$ cat src/rtl/rf_csr_pkg.sv
// rf_csr_pkg
//   Shared constants for the writeback architectural-state block. It holds the
//   CSR address map, the mcause codes, the mstatus/mie/mip bit positions, the
//   commit-event encoding and a helper that ranks synchronous exception flags.
//   There are no ports: this package is imported by rf_csr_trap_unit.
package rf_csr_pkg;

  localparam logic [11:0] CSR_MSTATUS   = 12'h300;
  localparam logic [11:0] CSR_MIE       = 12'h304;
  localparam logic [11:0] CSR_MTVEC     = 12'h305;
  localparam logic [11:0] CSR_MSCRATCH  = 12'h340;
  localparam logic [11:0] CSR_MEPC      = 12'h341;
  localparam logic [11:0] CSR_MCAUSE    = 12'h342;
  localparam logic [11:0] CSR_MIP       = 12'h344;
  localparam logic [11:0] CSR_MCYCLE    = 12'hB00;
  localparam logic [11:0] CSR_MCYCLEH   = 12'hB80;
  localparam logic [11:0] CSR_MINSTRET  = 12'hB02;
  localparam logic [11:0] CSR_MINSTRETH = 12'hB82;
  localparam logic [11:0] CSR_MVENDORID = 12'hF11;
  localparam logic [11:0] CSR_MARCHID   = 12'hF12;

  localparam logic [31:0] CAUSE_IAM    = 32'd0;
  localparam logic [31:0] CAUSE_BREAK  = 32'd3;
  localparam logic [31:0] CAUSE_LAM    = 32'd4;
  localparam logic [31:0] CAUSE_SAM    = 32'd6;
  localparam logic [31:0] CAUSE_ECALL  = 32'd11;
  localparam logic [31:0] CAUSE_MTIMER = 32'h8000_0007;

  localparam int MSTATUS_MIE  = 3;
  localparam int MSTATUS_MPIE = 7;
  localparam int MIE_MTIE     = 7;
  localparam int MIP_MTIP     = 7;

  localparam logic [1:0] PRIV_M = 2'b11;

  // What a single accepted commit does to the control flow, after priority.
  typedef enum logic [2:0] {
    EV_NONE,
    EV_EXC,
    EV_IRQ,
    EV_MRET,
    EV_FENCEI,
    EV_MISPRED
  } commit_event_e;

  // Several exception flags may be raised together by one instruction; the
  // earliest-detected one wins and ecall is the fallback.
  function automatic logic [31:0] exc_cause(input logic iam, input logic ebreak,
                                            input logic lam, input logic sam);
    if (iam)         return CAUSE_IAM;
    else if (ebreak) return CAUSE_BREAK;
    else if (lam)    return CAUSE_LAM;
    else if (sam)    return CAUSE_SAM;
    else             return CAUSE_ECALL;
  endfunction

endpackage

$ cat src/rtl/rf_csr_counter64.sv
// rf_csr_counter64
//   64-bit counter built from two 32-bit halves that software can overwrite
//   independently; used for both mcycle and minstret.
//   Ports:
//     clock, reset       clock and asynchronous active-high reset
//     inc                add one this cycle
//     wr_lo / wr_hi      replace the low / high half with wdata this cycle
//     wdata              CSR write data
//     count              current 64-bit value
module rf_csr_counter64 (
  input  logic        clock,
  input  logic        reset,
  input  logic        inc,
  input  logic        wr_lo,
  input  logic        wr_hi,
  input  logic [31:0] wdata,
  output logic [63:0] count
);

  logic [31:0] lo;
  logic [31:0] hi;
  logic        carry;

  // A write to the low half swallows that cycle's increment, so it must not
  // leak a carry into the high half either.
  assign carry = inc & ~wr_lo & (lo == 32'hFFFF_FFFF);

  // Each half is replaced by a write or advanced otherwise.
  always_ff @(posedge clock or posedge reset) begin
    if (reset) begin
      lo <= '0;
      hi <= '0;
    end else begin
      lo <= wr_lo ? wdata : lo + {31'b0, inc};
      hi <= wr_hi ? wdata : hi + {31'b0, carry};
    end
  end

  assign count = {hi, lo};

endmodule

$ cat src/rtl/rf_csr_trap_unit.sv
// rf_csr_trap_unit
//   Architectural state at writeback. It contains the GPR file with NRD
//   combinational read ports and optional same-cycle write bypass, the M-mode
//   CSRs, the mcycle/minstret counters, the machine timer interrupt, and the
//   prioritised trap/redirect logic that flushes the pipeline and reloads the PC.
//   Ports:
//     clock, reset                      clock and asynchronous active-high reset
//     rs_addr / rs_data                 packed GPR read addresses / data
//     commit_valid, commit_pc, commit_npc   retiring instruction and its next PC
//     rd_wen, rd, rd_wdata              GPR write of the retiring instruction
//     csr_raddr / csr_rdata             combinational CSR read
//     csr_wen, csr_waddr, csr_wdata     CSR write of the retiring instruction
//     exc_*                             synchronous exception flags
//     mret, fence_i, mispredict         control events of the retiring instruction
//     irq_timer                         level machine-timer interrupt request
//     redirect_valid/_pc, flush_icache  registered one-cycle redirect to the IFU
module rf_csr_trap_unit #(
  parameter int          XLEN      = 32,
  parameter int          NREG      = 16,
  parameter int          NRD       = 2,
  parameter int          BYPASS    = 1,
  parameter logic [31:0] MVENDORID = 32'h7973_7978,
  parameter logic [31:0] MARCHID   = 32'h017D_9F58
) (
  input  logic                clock,
  input  logic                reset,
  input  logic [NRD*5-1:0]    rs_addr,
  output logic [NRD*XLEN-1:0] rs_data,
  input  logic                commit_valid,
  input  logic [XLEN-1:0]     commit_pc,
  input  logic [XLEN-1:0]     commit_npc,
  input  logic                rd_wen,
  input  logic [4:0]          rd,
  input  logic [XLEN-1:0]     rd_wdata,
  input  logic [11:0]         csr_raddr,
  output logic [XLEN-1:0]     csr_rdata,
  input  logic                csr_wen,
  input  logic [11:0]         csr_waddr,
  input  logic [XLEN-1:0]     csr_wdata,
  input  logic                exc_iam,
  input  logic                exc_ecall,
  input  logic                exc_ebreak,
  input  logic                exc_lam,
  input  logic                exc_sam,
  input  logic                mret,
  input  logic                fence_i,
  input  logic                mispredict,
  input  logic                irq_timer,
  output logic                redirect_valid,
  output logic [XLEN-1:0]     redirect_pc,
  output logic                flush_icache
);

  import rf_csr_pkg::*;

  localparam int AW = $clog2(NREG);

  if (XLEN != 32) begin : g_xlen_check
    $error("rf_csr_trap_unit supports only XLEN == 32");
  end

  logic [XLEN-1:0] gpr [NREG];

  logic            mstatus_mie;
  logic            mstatus_mpie;
  logic            mie_mtie;
  logic [XLEN-1:0] mtvec;
  logic [XLEN-1:0] mscratch;
  logic [XLEN-1:0] mepc;
  logic [XLEN-1:0] mcause;
  logic [63:0]     mcycle;
  logic [63:0]     minstret;

  logic            commit_ok;
  logic            exc_any;
  logic            irq_pending;
  logic            retire_ok;
  logic            gpr_we;
  logic            csr_we;
  commit_event_e   ev;
  logic [XLEN-1:0] mstatus_word;

  // Only the low AW bits of the register addresses select a GPR; this
  // reduction keeps the remaining bits referenced.
  logic unused_addr_bits;
  assign unused_addr_bits = ^{rd, rs_addr};

  // The cycle showing redirect_valid is the shadow of a redirect: whatever
  // commits then is on the wrong path and is dropped without side effects.
  assign commit_ok   = commit_valid & ~redirect_valid;
  assign exc_any     = exc_iam | exc_ecall | exc_ebreak | exc_lam | exc_sam;
  assign irq_pending = mstatus_mie & mie_mtie & irq_timer;

  // An interrupt lets the instruction complete; only exceptions cancel it.
  assign retire_ok = commit_ok & ~exc_any;
  assign gpr_we    = retire_ok & rd_wen & (rd[AW-1:0] != '0);
  assign csr_we    = retire_ok & csr_wen;

  // Rank the control-flow effects of the accepted commit.
  always_comb begin
    ev = EV_NONE;
    if (commit_ok) begin
      if (exc_any)          ev = EV_EXC;
      else if (irq_pending) ev = EV_IRQ;
      else if (mret)        ev = EV_MRET;
      else if (fence_i)     ev = EV_FENCEI;
      else if (mispredict)  ev = EV_MISPRED;
    end
  end

  // Read ports, with x0 hard-wired and optional forwarding of the write.
  always_comb begin
    logic [AW-1:0] idx;
    rs_data = '0;
    for (int k = 0; k < NRD; k++) begin
      idx = rs_addr[5*k +: AW];
      if (idx == '0)
        rs_data[k*XLEN +: XLEN] = '0;
      else if ((BYPASS != 0) && gpr_we && (rd[AW-1:0] == idx))
        rs_data[k*XLEN +: XLEN] = rd_wdata;
      else
        rs_data[k*XLEN +: XLEN] = gpr[idx];
    end
  end

  // GPR array write port.
  always_ff @(posedge clock or posedge reset) begin
    if (reset) begin
      for (int i = 0; i < NREG; i++) gpr[i] <= '0;
    end else if (gpr_we) begin
      gpr[rd[AW-1:0]] <= rd_wdata;
    end
  end

  // CSR writes first, then trap entry / mret; the later assignments win, so
  // trap side effects override a same-cycle software write. All reads on the
  // right-hand side see the values from before this edge.
  always_ff @(posedge clock or posedge reset) begin
    if (reset) begin
      mstatus_mie  <= 1'b0;
      mstatus_mpie <= 1'b0;
      mie_mtie     <= 1'b0;
      mtvec        <= '0;
      mscratch     <= '0;
      mepc         <= '0;
      mcause       <= '0;
    end else begin
      if (csr_we) begin
        case (csr_waddr)
          CSR_MSTATUS: begin
            mstatus_mie  <= csr_wdata[MSTATUS_MIE];
            mstatus_mpie <= csr_wdata[MSTATUS_MPIE];
          end
          CSR_MIE:      mie_mtie <= csr_wdata[MIE_MTIE];
          CSR_MTVEC:    mtvec    <= {csr_wdata[XLEN-1:2], 2'b00};
          CSR_MSCRATCH: mscratch <= csr_wdata;
          CSR_MEPC:     mepc     <= {csr_wdata[XLEN-1:2], 2'b00};
          CSR_MCAUSE:   mcause   <= csr_wdata;
          default: ;
        endcase
      end
      case (ev)
        EV_EXC: begin
          mepc         <= commit_pc;
          mcause       <= exc_cause(exc_iam, exc_ebreak, exc_lam, exc_sam);
          mstatus_mpie <= mstatus_mie;
          mstatus_mie  <= 1'b0;
        end
        EV_IRQ: begin
          mepc         <= commit_npc;
          mcause       <= CAUSE_MTIMER;
          mstatus_mpie <= mstatus_mie;
          mstatus_mie  <= 1'b0;
        end
        EV_MRET: begin
          mstatus_mie  <= mstatus_mpie;
          mstatus_mpie <= 1'b1;
        end
        default: ;
      endcase
    end
  end

  rf_csr_counter64 u_mcycle (
    .clock (clock),
    .reset (reset),
    .inc   (1'b1),
    .wr_lo (csr_we && (csr_waddr == CSR_MCYCLE)),
    .wr_hi (csr_we && (csr_waddr == CSR_MCYCLEH)),
    .wdata (csr_wdata),
    .count (mcycle)
  );

  rf_csr_counter64 u_minstret (
    .clock (clock),
    .reset (reset),
    .inc   (retire_ok),
    .wr_lo (csr_we && (csr_waddr == CSR_MINSTRET)),
    .wr_hi (csr_we && (csr_waddr == CSR_MINSTRETH)),
    .wdata (csr_wdata),
    .count (minstret)
  );

  // MPP is fixed at M-mode since this core has no lower privilege levels.
  assign mstatus_word = {19'b0, PRIV_M, 3'b0, mstatus_mpie, 3'b0, mstatus_mie, 3'b0};

  // Combinational CSR read mux; unmapped addresses read as zero.
  always_comb begin
    csr_rdata = '0;
    case (csr_raddr)
      CSR_MSTATUS:   csr_rdata = mstatus_word;
      CSR_MIE:       csr_rdata = {24'b0, mie_mtie, 7'b0};
      CSR_MTVEC:     csr_rdata = mtvec;
      CSR_MSCRATCH:  csr_rdata = mscratch;
      CSR_MEPC:      csr_rdata = mepc;
      CSR_MCAUSE:    csr_rdata = mcause;
      CSR_MIP:       csr_rdata = {24'b0, irq_timer, 7'b0};
      CSR_MCYCLE:    csr_rdata = mcycle[31:0];
      CSR_MCYCLEH:   csr_rdata = mcycle[63:32];
      CSR_MINSTRET:  csr_rdata = minstret[31:0];
      CSR_MINSTRETH: csr_rdata = minstret[63:32];
      CSR_MVENDORID: csr_rdata = MVENDORID;
      CSR_MARCHID:   csr_rdata = MARCHID;
      default:       csr_rdata = '0;
    endcase
  end

  // Redirect register: a one-cycle pulse because the shadow cycle that
  // follows can never raise a new event. The target holds between pulses.
  always_ff @(posedge clock or posedge reset) begin
    if (reset) begin
      redirect_valid <= 1'b0;
      redirect_pc    <= '0;
      flush_icache   <= 1'b0;
    end else begin
      redirect_valid <= (ev != EV_NONE);
      flush_icache   <= (ev == EV_FENCEI);
      case (ev)
        EV_EXC, EV_IRQ:        redirect_pc <= mtvec;
        EV_MRET:               redirect_pc <= mepc;
        EV_FENCEI, EV_MISPRED: redirect_pc <= commit_npc;
        default: ;
      endcase
    end
  end

endmodule

$ cat config.mk
export PLATFORM = sky130hd
export DESIGN_NAME = rf_csr_trap_unit
export DESIGN_NICKNAME = d
export VERILOG_FILES = /design/src/rtl/rf_csr_pkg.sv /design/src/rtl/rf_csr_counter64.sv /design/src/rtl/rf_csr_trap_unit.sv
export SDC_FILE = /design/constraint.sdc
export NUM_CORES = 2
export LEC_CHECK = 0
export BUFFER_PORTS_ARGS = -buffer_cell sky130_fd_sc_hd__buf_4
export CAP_MARGIN = 5
export CORE_MARGIN = 5
export CORE_UTILIZATION = 65
export CTS_CLUSTER_DIAMETER = 60
export DETAILED_ROUTE_END_ITERATION = 10
export HOLD_SLACK_MARGIN = 0.02
export PLACE_DENSITY = 0.85
export RECOVER_POWER = 100
export SLEW_MARGIN = 20
export SYNTH_ARGS = -nofsm -noshare
export SYNTH_HDL_FRONTEND = slang
export SYNTH_SLANG_ARGS = --single-unit
$ cat constraint.sdc
create_clock -name clock -period 87.5 [get_ports clock]
set_input_delay 17.5 -clock clock [delete_from_list [all_inputs] [get_ports clock]]
set_output_delay 17.5 -clock clock [all_outputs]
set_load 0.005 [all_outputs]
==> metrics.csv <==
stage,metric,value,unit
outcome,status,"finished, violations left",
outcome,failing checks,"capacitance limit, slew limit",
setup_path,endpoint class of the critical path,primary output,
yosys,sequential fraction of the synthesis area,46.2,%
yosys,Synth area leaders,"dfrtp_1, mux2_2, mux4_2, nand2_1, a22oi_1",
setup_path,worst r2r path cells,8,
flow_run,maximum capacitance violations,47,
sta,Fmax achieved,24.5,MHz
place,placed inst area,46300,sq um
routing,vias per inst,7.40,
cts,clk buf depth,3,
sta,Setup-failing EPs final,0,
yosys,main combinational cell family by area after synthesis,multiplexers,
pwr,PwrDens,17.2,nW/um^2
routing,drt pass-1 iters,7,
pwr,VDD IR-drop max,0.0000181,V
place,Placed Cells,4418,
grt,All-Layer GR Usage,40.1,%
final_layout,Non-Filler Instances,4588,
setup_path,CP cell instances,clkbuf_1 > nand3b_1 > or4_1 > nor2_1 > a2111oi_0 > nand3_1 > buf_4,
yosys,synth unique cells,63,
cts,clk sinks,803,
place,GPL Wtd Cong,1.05,
cts,post-cts resize count,0,
yosys,Simple-Gate Fraction of Synth Area,7.96,%
setup_path,Slowest cell on crit path,nor2_1,
yosys,cell taking the most area after synthesis,dfrtp_1,
pwr,overall power,842,uW
yosys,Cells after Synth,3539,
setup_path,Worst path max stage delay,2.14,ns
yosys,Mapped Area,43500,sq um
final_layout,Final Util,73.9,%
routing,drt total wl,145,mm
grt,grt total ovfl,0,
cts,# Post-CTS Setup Buffers,0,
floorplan,# rows,94,
cts,clock-pin transition on the worst setup and hold timing paths,0.06,ns
cts,total CTS buffers,88,
yosys,Synth Area in XOR/XNOR,2.62,%
floorplan,core area,66100,sq um
cts,clk_lat worst skew,0.66,ns
yosys,multiplexer share of the synthesized area,29.6,%
routing,DRC viols,0,
floorplan,Die Wd,269,um
hold_path,WHS Endpoint,gpr[490],
final_layout,fill count,4218,
yosys,post-synth top area share,46.2,%
cts,CTS tree,done,
hold_path,Worst Hold Class,register to register,
floorplan,I/O Pins,311,
hold_path,hold path depth,0,
setup_path,"Req. time, crit path",70.00,ns
routing,Routed WL per cell,31.6,um
yosys,Ys Warns,0,
setup_path,reg-to-reg setup timing slack,81.78,ns
yosys,Commonest cells post-synth,"dfrtp_1, mux2_2, nand2_1",
routing,antenna-violating nets left,0,
yosys,Post-synth EDFFs,0,
yosys,mean post-synth cell area,12.3,sq um
final_layout,share of cells above drive strength 1,34.2,%
place,DP Wirelength,90.4,mm
cts,cts hold-fix bufs,0,
yosys,Main synth FF type,dfrtp_1,
sta,Final Skew,0.0261,ns
routing,DR iter-0 viols,4578,
cts,H-tree lvl count,3,
setup_path,CP Class,primary input to primary output,
place,# port buffers,307,
grt,initial antenna violation count,8,
sta,Fin. Hold Viols,0,
grt,first-pass GRT wire length,218,mm
setup_path,reg2reg end,gpr[261],
sta,worst slew pin tran,7.83,ns
sta,Final Max Slew Viols,1633,
setup_path,worst-path fanout max,31,
final_layout,Syn-to-layout area delta,12.3,%
floorplan,Initial Utilization,65.8,%
sta,slew margin rel.,-422,%
yosys,cell with the most instances after synthesis,dfrtp_1,
cts,Root Driver,clkbuf_16,
yosys,Yosys reg bits,803,
final_layout,"Design Area, Final",48800,sq um
grt,vias in the first global route,35000,
floorplan,Die Ht,269,um
setup_path,startpoint types,primary input,
yosys,Synth Net Count,3727,
sta,unrepaired setup endpoints after global routing,false,
yosys,Post-synth ARST share,100,%
pwr,Leakage,0.0220,uW
sta,Tmin final,40.80,ns
floorplan,DIE AREA,72100,sq um
setup_path,CP arrival,23.30,ns
sta,setup_tns,0,ns
setup_path,Crit Reg-Reg Startpoint,redirect_valid,
yosys,complex-gate fraction of the synthesized area,9.97,%
sta,crit share post-route,46.6,%
final_layout,NumNets Final,3836,
hold_path,min-delay src,gpr[490],
routing,via count,34000,
grt,largest net degree at the start of global routing,194,
yosys,fraction of the mapped netlist area in adder cells,0.201,%
layer usage:
| layer | up-vias | track usage [%] | wire length, um |
|---|---|---|---|
| met5 | - | 0 | 24 |
| met4 | 4 | 30.6 | 14400 |
| met1 | 16900 | 48.1 | 47400 |
| li1 | 13700 | - | - |
| met2 | 2514 | 61.9 | 66600 |
| met3 | 845 | 11.4 | 16600 |
metrics by stage:
step                      setup WS (ns)  hold slack, ns
after floorplan                   47.45           0.441
after global placement            48.94           0.376
after detailed placement          48.89           0.384
after CTS                         48.86           0.397
after global routing              46.20           0.405
final                             46.70           0.396
cell type report:
class                      instances  area [sq um]  share of cell area (%)
multi-input combinational       2364         22000                    45.0
sequential                       803         20100                    41.2
clock buffer                     132          2640                    5.40
timing repair buffer             380          2560                    5.25
tap                              864          1080                    2.21
clock inverter                    27           433                   0.887
inverter                          11          42.5                  0.0871
antenna                            7          17.5                  0.0359
power by group:
group | switching, uW | leakage, uW | internal (uW) | total, uW
sequential | 7.56 | 0.0110 | 378 | 385
combinational | 40.0 | 0.00950 | 23.2 | 63.2
clock | 162 | 0.00150 | 231 | 393
registers in the layout, indices dropped and copies added (netlist names):
| signal | count |
|---|---|
| mtvec | 30 |
| u_minstret.lo | 32 |
| mie_mtie | 1 |
| u_mcycle.hi | 32 |
| u_minstret.hi | 32 |
| flush_icache | 1 |
| redirect_valid | 1 |
| mstatus_mie | 1 |
| gpr | 512 |
| mscratch | 32 |
| mstatus_mpie | 1 |
| mepc | 32 |
| mcause | 32 |
| u_mcycle.lo | 32 |
| redirect_pc | 32 |
layout by cell type, fill, tap and decap left out, types with 21 or more instances in the layout:
cell type | netlist | layout
mux2_2 | 560 | 542
dfrtp_1 | 803 | 803
o22a_1 | 30 | 30
a2bb2oi_1 | 34 | 34
a222oi_1 | 32 | 32
o22ai_1 | 73 | 73
mux2_1 | 36 | 54
o31ai_1 | 31 | 31
xor2_1 | 87 | 87
mux2i_1 | 39 | 39
clkbuf_8 | 0 | 29
mux4_2 | 256 | 256
nor2_1 | 159 | 161
nand2_1 | 275 | 275
nand3_1 | 79 | 80
clkbuf_16 | 0 | 88
nor4_1 | 28 | 27
a22o_1 | 65 | 65
o21ai_0 | 51 | 51
a22oi_1 | 135 | 135
nor3_1 | 26 | 28
and3_1 | 21 | 21
xnor2_1 | 43 | 43
clkbuf_4 | 0 | 82
clkbuf_1 | 268 | 100
buf_4 | 6 | 209
a21oi_1 | 124 | 121
nand4_1 | 52 | 52
how the worst max path moves through the flow:
stage	startpoint	end	slack, ns	cells after the start
after floorplan	reset	flush_icache	47.45	1
after global placement	rs_addr[5]	rs_data[52]	48.94	8
after detailed placement	rs_addr[5]	rs_data[45]	48.89	8
after CTS	rs_addr[5]	rs_data[49]	48.86	8
after global routing	reset	gpr[366]	46.20	7
final	csr_raddr[7]	csr_rdata[3]	46.70	7
cells by family after synthesis:
kind of cell               Yosys count
muxes                              891
DFF                                803
and+or+nand+nor                    724
AOI/OAI and AO/OA                  612
buffers and inverters              372
xor gates and xnor gates           130
adders and majority gates            7
worst max-delay path, delay by kind of cell:
kind,cells,cell delay (ns)
and+or+nand+nor,4,3.89
AOI/OAI and AO/OA,1,0.86
buffers and inverters,2,1.03
Note: power is estimated with default switching activity, not from simulation.
